==> config.mk <==
export PLATFORM = sky130hd
export DESIGN_NAME = result_drain
export DESIGN_NICKNAME = d
export VERILOG_FILES = /design/src/rtl/result_drain.sv
export SDC_FILE = /design/constraint.sdc
export NUM_CORES = 1
export LEC_CHECK = 0
export BUFFER_PORTS_ARGS = -buffer_cell sky130_fd_sc_hd__buf_2
export CORE_UTILIZATION = 50
export DETAILED_ROUTE_END_ITERATION = 12
export GPL_TIMING_DRIVEN = 0
export HOLD_SLACK_MARGIN = 0.03
export PLACE_DENSITY = 0.82
export SLEW_MARGIN = 15
export SYNTH_ARGS = -nofsm -noshare
export SYNTH_HDL_FRONTEND = slang
export SYNTH_SLANG_ARGS = --single-unit
==> constraint.sdc <==
create_clock -name clk -period 3.8 [get_ports clk]
set_input_delay 0.38 -clock clk [delete_from_list [all_inputs] [get_ports clk]]
set_output_delay 0.38 -clock clk [all_outputs]
set_load 0.05 [all_outputs]
==> src/rtl/result_drain.sv <==
// Drains DEPTH words from a result RAM (one-cycle read latency) onto a valid/ready stream, one frame per start.
// Define RESULT_DRAIN_CHECKSUM_EN to enable the modulo-256 frame checksum; otherwise checksum is tied to 0.
module result_drain #(
  parameter int DEPTH = 4,
  parameter int AW    = 2
) (
  input  logic          clk,
  input  logic          reset,
  input  logic          start,
  output logic          rd_en,
  output logic [AW-1:0] rd_addb,
  input  logic [7:0]    rd_data,
  output logic [7:0]    dout,
  output logic          dout_valid,
  input  logic          dout_ready,
  output logic          busy,
  output logic          done,
  output logic [7:0]    checksum
);

  typedef enum logic [2:0] {IDLE, ADDR, CAPT, SEND, DONE} state_t;

  localparam logic [AW-1:0] LAST_IDX = AW'(DEPTH - 1);

  state_t        state_reg;
  logic [AW-1:0] idx_reg;

  // All outputs are registered; each is set on the edge that enters the state it belongs to.
  always_ff @(posedge clk or negedge reset) begin
    if (!reset) begin
      state_reg  <= IDLE;
      idx_reg    <= '0;
      rd_en      <= 1'b0;
      rd_addb    <= '0;
      dout       <= 8'h00;
      dout_valid <= 1'b0;
      busy       <= 1'b0;
      done       <= 1'b0;
    end else begin
      case (state_reg)
        IDLE: begin
          if (start) begin
            state_reg <= ADDR;
            idx_reg   <= '0;
            rd_en     <= 1'b1;
            rd_addb   <= '0;
            busy      <= 1'b1;
          end
        end
        ADDR: begin
          state_reg <= CAPT;
          rd_en     <= 1'b0;
        end
        CAPT: begin
          state_reg  <= SEND;
          dout       <= rd_data;
          dout_valid <= 1'b1;
        end
        SEND: begin
          if (dout_ready) begin
            dout_valid <= 1'b0;
            if (idx_reg == LAST_IDX) begin
              state_reg <= DONE;
              done      <= 1'b1;
            end else begin
              state_reg <= ADDR;
              idx_reg   <= idx_reg + 1'b1;
              rd_en     <= 1'b1;
              rd_addb   <= idx_reg + 1'b1;
            end
          end
        end
        DONE: begin
          state_reg <= IDLE;
          done      <= 1'b0;
          busy      <= 1'b0;
        end
        default: begin
          state_reg  <= IDLE;
          rd_en      <= 1'b0;
          dout_valid <= 1'b0;
          busy       <= 1'b0;
          done       <= 1'b0;
        end
      endcase
    end
  end

`ifdef RESULT_DRAIN_CHECKSUM_EN
  logic [7:0] sum_reg;

  // The running sum doubles as the output: it reaches its final value entering DONE and holds until the next start.
  always_ff @(posedge clk or negedge reset) begin
    if (!reset) begin
      sum_reg <= 8'h00;
    end else if (state_reg == IDLE && start) begin
      sum_reg <= 8'h00;
    end else if (state_reg == SEND && dout_ready) begin
      sum_reg <= sum_reg + dout;
    end
  end

  assign checksum = sum_reg;
`else
  assign checksum = 8'h00;
`endif

endmodule

==> results of run 1 <==
==> final timing paths <==
path                       startpoint         end  slack [ps]  cells past startpoint
max                        idx_reg[0]  idx_reg[1]        2250                      4
min                        rd_data[2]     dout[2]         320                      2
max reg2reg                idx_reg[0]  idx_reg[1]        2250                      4
min reg2reg                      busy        busy         510                      2
max in group asynchronous       reset     dout[0]        2980                      2
min in group asynchronous       reset  dout_valid         540                      2
==> synth_stat cells (2+ instances only) <==
master	count
buf_4	8
buf_6	2
dfrtp_1	17
nand2_1	2
nand3b_1	2
a21oi_1	4
mux2_4	9
o21ai_0	2
nor2_1	5
==> critical path: stages, from the launching register on <==
cell and delay (ps):
dfrtp_1 440, ha_1 250, and2b_1 230, nor2b_2 200
mux2_4 310
==> metal layers <==
layer / track usage / routed length, um / vias to the layer above
met3: 0.02500 / 74 / 0
met5: 0 / 0 / -
met2: 0.3045 / 747 / 21
met1: 0.2391 / 620 / 272
li1: - / - / 299
met4: 0.05625 / 0 / 0
==> cell families (layout without fill, tap and decap cells) <==
group,after synthesis,after routing,share of synthesized area
flip-flops,17,17,0.4892
multiplexers,9,9,0.1554
adder cells (fa/ha/maj),1,1,0.01439
other,1,8,0.004312
AO/OA/AOI/OAI,12,12,0.09353
AND/OR/NAND/NOR,18,18,0.1439
buffers and inverters,11,41,0.09928
==> cell type report <==
class	instances	area [sq um]	share of cell area
Clock buffer	4	26.28	0.02439
Tap cell	16	20.02	0.01858
Inverter	1	3.754	0.003484
Sequential cell	17	425.4	0.3949
Timing Repair Buffer	26	135.1	0.1254
Buffer	10	82.58	0.07666
Multi-Input combinational cell	48	384.1	0.3566
==> through the flow <==
stage          utilization  area, sq um  hold slack [ps]  setup WS, ps
6_report            0.6910         1077            322.0          2250
3_5_place_dp        0.6677         1041            326.0          2260
3_3_place_gp        0.6677         1041            313.3          2278
2_1_floorplan            -        895.9            84.41          2090
5_1_grt             0.6910         1077            308.6          2185
4_1_cts             0.6910         1077            311.7          2237
==> cells in the final DEF (no fill, tap or decap) <==
| master | netlist | final |
|---|---|---|
| buf_2 | 0 | 25 |
| dfrtp_1 | 17 | 17 |
| mux2_4 | 9 | 9 |
| buf_4 | 8 | 8 |
| conb_1 | 1 | 8 |
| nor2_1 | 5 | 5 |
| a21oi_1 | 4 | 4 |
| clkbuf_4 | 0 | 3 |
| buf_6 | 2 | 2 |
| nand2_1 | 2 | 2 |
| nand3b_1 | 2 | 2 |
| o21ai_0 | 2 | 2 |
| nor2_2 | 1 | 1 |
| a41oi_1 | 1 | 1 |
| and2b_1 | 1 | 1 |
| nor2b_2 | 1 | 1 |
| nor2b_1 | 1 | 1 |
| and2b_4 | 1 | 1 |
| o2bb2ai_1 | 1 | 1 |
| a211oi_2 | 1 | 1 |
| a21boi_1 | 1 | 1 |
| nand2b_4 | 1 | 1 |
| nor2_8 | 1 | 1 |
| and3_1 | 1 | 1 |
| nor3_1 | 1 | 1 |
| a2bb2oi_1 | 1 | 1 |
| inv_1 | 1 | 1 |
| o21ai_1 | 1 | 1 |
| ha_1 | 1 | 1 |
| clkbuf_1 | 0 | 1 |
| dlygate4sd3_1 | 0 | 1 |
==> reports/results.txt, run 1 <==
status - finished with violations
failing checks - design-rule violations
Fin. Hold Viols - 0
CP required - 3970 ps
Post-DRT Antenna Nets - 0
CTS tree - built
fin nets - 120
Final Max Slew Viols - 0
fmax - 645.3 MHz
post-synth cell types - 27
Crit Path Class - flop to flop
initial drt markers - 9
vias - 592
CP Capture Type - flop
n_diodes - 0
Synth area leaders - dfrtp_1 49%, mux2_4 16%, buf_4 6.9%
# Max-Cap Violations - 0
initial antenna violation count - 0
number of warnings issued by yosys - 0
Fill cells - 127
grt total ovfl - 0
Synth Area per Inst - 12.60 sq um
post-cts sizing count - 0
Vias per Instance - 4.852
fin crit share - 0.4078
share of layout cells above drive strength 1 - 0.5000
clk sinks - 17
DRC Markers - 1
WP data arrival - 1720 ps
hold buffer count at CTS - 1
post-placement cell count - 117
total wire length - 1.442 mm
Placer Congestion - 0.7421
Total Routing Usage GR - 0.1801
vias in the first global route - 588
Port Buffers - 25
largest area contributor in the netlist - dfrtp_1
worst-skew pair later-pin latency - 280 ps
CTS Buf Count - 3
area delta synth->final - 23.88%
# rows - 14
Synth Instances - 69
largest net degree at the start of global routing - 18
CTS HTree Levels - 1
Die Y - 43.71 um
fin cells - 122
top_reg_cell synth - dfrtp_1
DP HPWL - 1.088 mm
Setup violations, final - 0
first-pass GRT wire length - 2.539 mm
Clock Skew - 4.186 ps
register area share after synthesis - 0.4892
share of the synthesized area in the top cell type - 0.4892
clock-pin slew on the worst setup and hold paths - 100 ps
1st-pass router iterations - 8
Post-CTS Setup Inserts - 0
Core Footprint - 0.001559 sq mm
Root Driver - clkbuf_4
Die X - 43.71 um
Critical Path Fanout Max - 5
Post-synth ARST share - 1.000
I/O Pins - 34
worst min path class - input pin to flop
crit path time final - 1550 ps
Largest register FFs - 8
Startpoint Class - flop
Initial Utilization - 0.5578
die footprint - 0.001910 sq mm
synthesized area - 869.6 sq um
Post-Route Setup TNS - 0 ps
number of flops mapped to enable cells by yosys - 0
DR WL/cell - 11.82 um
Seq cells post-synth - 17
RSZ-0062 raised after global routing - no
clock buffer depth - 2
Power of run 1 is not shown: default switching activity piles up to over one toggle a cycle in this logic, so the estimate is an artifact.
==> run 2: changes to the inputs <==
--- a/config.mk
+++ b/config.mk
@@ -6,11 +6,12 @@
 export NUM_CORES = 1
 export LEC_CHECK = 0
 export BUFFER_PORTS_ARGS = -buffer_cell sky130_fd_sc_hd__buf_2
-export CORE_UTILIZATION = 50
+export CORE_ASPECT_RATIO = 1.4
+export CORE_UTILIZATION = 47
 export DETAILED_ROUTE_END_ITERATION = 12
 export GPL_TIMING_DRIVEN = 0
 export HOLD_SLACK_MARGIN = 0.03
-export PLACE_DENSITY = 0.82
+export PLACE_DENSITY = 0.78
 export SLEW_MARGIN = 15
 export SYNTH_ARGS = -nofsm -noshare
 export SYNTH_HDL_FRONTEND = slang
==> constraint.sdc (replaced) <==
create_clock -name clk -period 1.6 [get_ports clk]
set_input_delay 0.16 -clock clk [delete_from_list [all_inputs] [get_ports clk]]
set_output_delay 0.16 -clock clk [all_outputs]
set_load 0.05 [all_outputs]
==> reports/results.txt, run 2 (synthesized netlist as in run 1, its figures left out) <==
status - completed
Setup violations, final - 0
Post-Route Setup TNS - 0 ps
grt total ovfl - 0
1st-pass router iterations - 2
# rows - 18
Clock Skew - 4.911 ps
clock buffer depth - 2
met3 global-route usage - 0.02521
fin crit share - 0.9562
CP Cell Sequence - ha_1 -> and2b_2 -> nor2b_4 -> mux2_4
I/O Pins - 34
clock-pin slew on the worst setup and hold paths - 90 ps
first-pass GRT wire length - 2.539 mm
RSZ-0062 raised after global routing - no
Fin. Hold Viols - 0
n_diodes - 0
M2 GR Usage - 0.3051
most common cell after layout, fill and taps aside - buf_2
critical path launch point - idx_reg[0]
CP Capture Type - flop
initial antenna violation count - 0
Vias per Instance - 4.968
worst min path class - input pin to flop
Post-CTS Setup Inserts - 0
Placer Congestion - 0.7554
GRT Max-Usage Layer - met2
Total Routing Usage GR - 0.1773
total wire length - 1.486 mm
CP required - 1780 ps
initial drt markers - 8
# Max-Cap Violations - 0
Largest register FFs - 8
Startpoint Class - flop
CTS Buf Count - 3
hold path start - rd_data[5]
Initial Utilization - 0.4950
Crit path buffers/inverters - 0
fin nets - 120
fmax - 653.7 MHz
Core Footprint - 0.001757 sq mm
Final Max Slew Viols - 0
Die X - 38.36 um
met1 Usage GRT - 0.2182
Critical Path Fanout Max - 5
Port Buffers - 25
most frequent cells in the layout - 25 x buf_2, 15 x dfrtp_1, 9 x mux2_4, 8 x buf_4, 8 x conb_1
worst-skew pair later-pin latency - 290 ps
DR WL/cell - 11.79 um
R2R Path Start - idx_reg[0]
CTS tree - built
area delta synth->final - 25.47%
share of layout cells above drive strength 1 - 0.5283
vias - 626
DP HPWL - 1.126 mm
max incr delay on CP - 450 ps
die footprint - 0.002029 sq mm
WP data arrival - 1710 ps
crit path max-delay cell type - dfrtp_2
Post-DRT Antenna Nets - 0
largest net degree at the start of global routing - 18
Root Driver - clkbuf_4
CTS HTree Levels - 1
crit path time final - 1530 ps
DRC Markers - 0
Crit Path Class - flop to flop
vias in the first global route - 599
clk sinks - 17
Die Y - 52.90 um
Worst path top cell family by delay - flip-flops
==> run 2: cell counts in the layout (fill, tap and decap cells not counted) <==
Identical to the previous run, type by type.
==> run 2: timing repair <==
item,CTS,global route
hold buffers,1,0
hold endpoints to repair,17,0
resized for setup,0,2
setup endpoints to repair,0,1
==> run 2: layer usage <==
layer	routed length (um)	vias up
li1	-	297
met4	14	0
met1	563	298
met2	831	27
met3	76	4
met5	0	-
==> run 2: per-stage QoR <==
| step | util | worst slack (ps) | instance area (sq um) | cells | hold slack [ps] |
|---|---|---|---|---|---|
| after global routing | 0.6211 | 19.68 | 1091 | 126 | 90.17 |
| after detailed placement | 0.5969 | 42.83 | 1049 | 121 | 97.59 |
| after CTS | 0.6175 | 18.76 | 1085 | 126 | 93.42 |
| after global placement | 0.5969 | 63.21 | 1049 | 121 | 92.04 |
| final | 0.6211 | 70.13 | 1091 | 126 | 97.49 |
| after floorplan | - | 8.083 | 898.4 | 76 | -135.6 |
==> run 2: final timing paths <==
kind,cells after the start,slack (ps),end
worst max-delay path,4,70,idx_reg[1]
worst min-delay path,2,100,dout[5]
worst max register to register,4,70,idx_reg[1]
worst min register to register,2,510,busy
max in group asynchronous,2,1000,idx_reg[0]
min in group asynchronous,2,320,rd_en
==> run 2: area by class of cell <==
cell class / count / area (sq um)
Sequential cell: 17 / 427.9
Buffer: 10 / 82.58
Tap cell: 20 / 25.02
Multi-Input combinational cell: 48 / 390.4
Inverter: 1 / 3.754
Fill cell: 150 / 665.6
Clock buffer: 4 / 26.28
Timing Repair Buffer: 26 / 135.1
==> run 2: worst register-to-register path, cell delays in order, from the launching register on <==
cell	delay, ps
dfrtp_2	450
ha_1	250
and2b_2	250
nor2b_4	170
mux2_4	300
Power of run 2 is left out for the same reason.
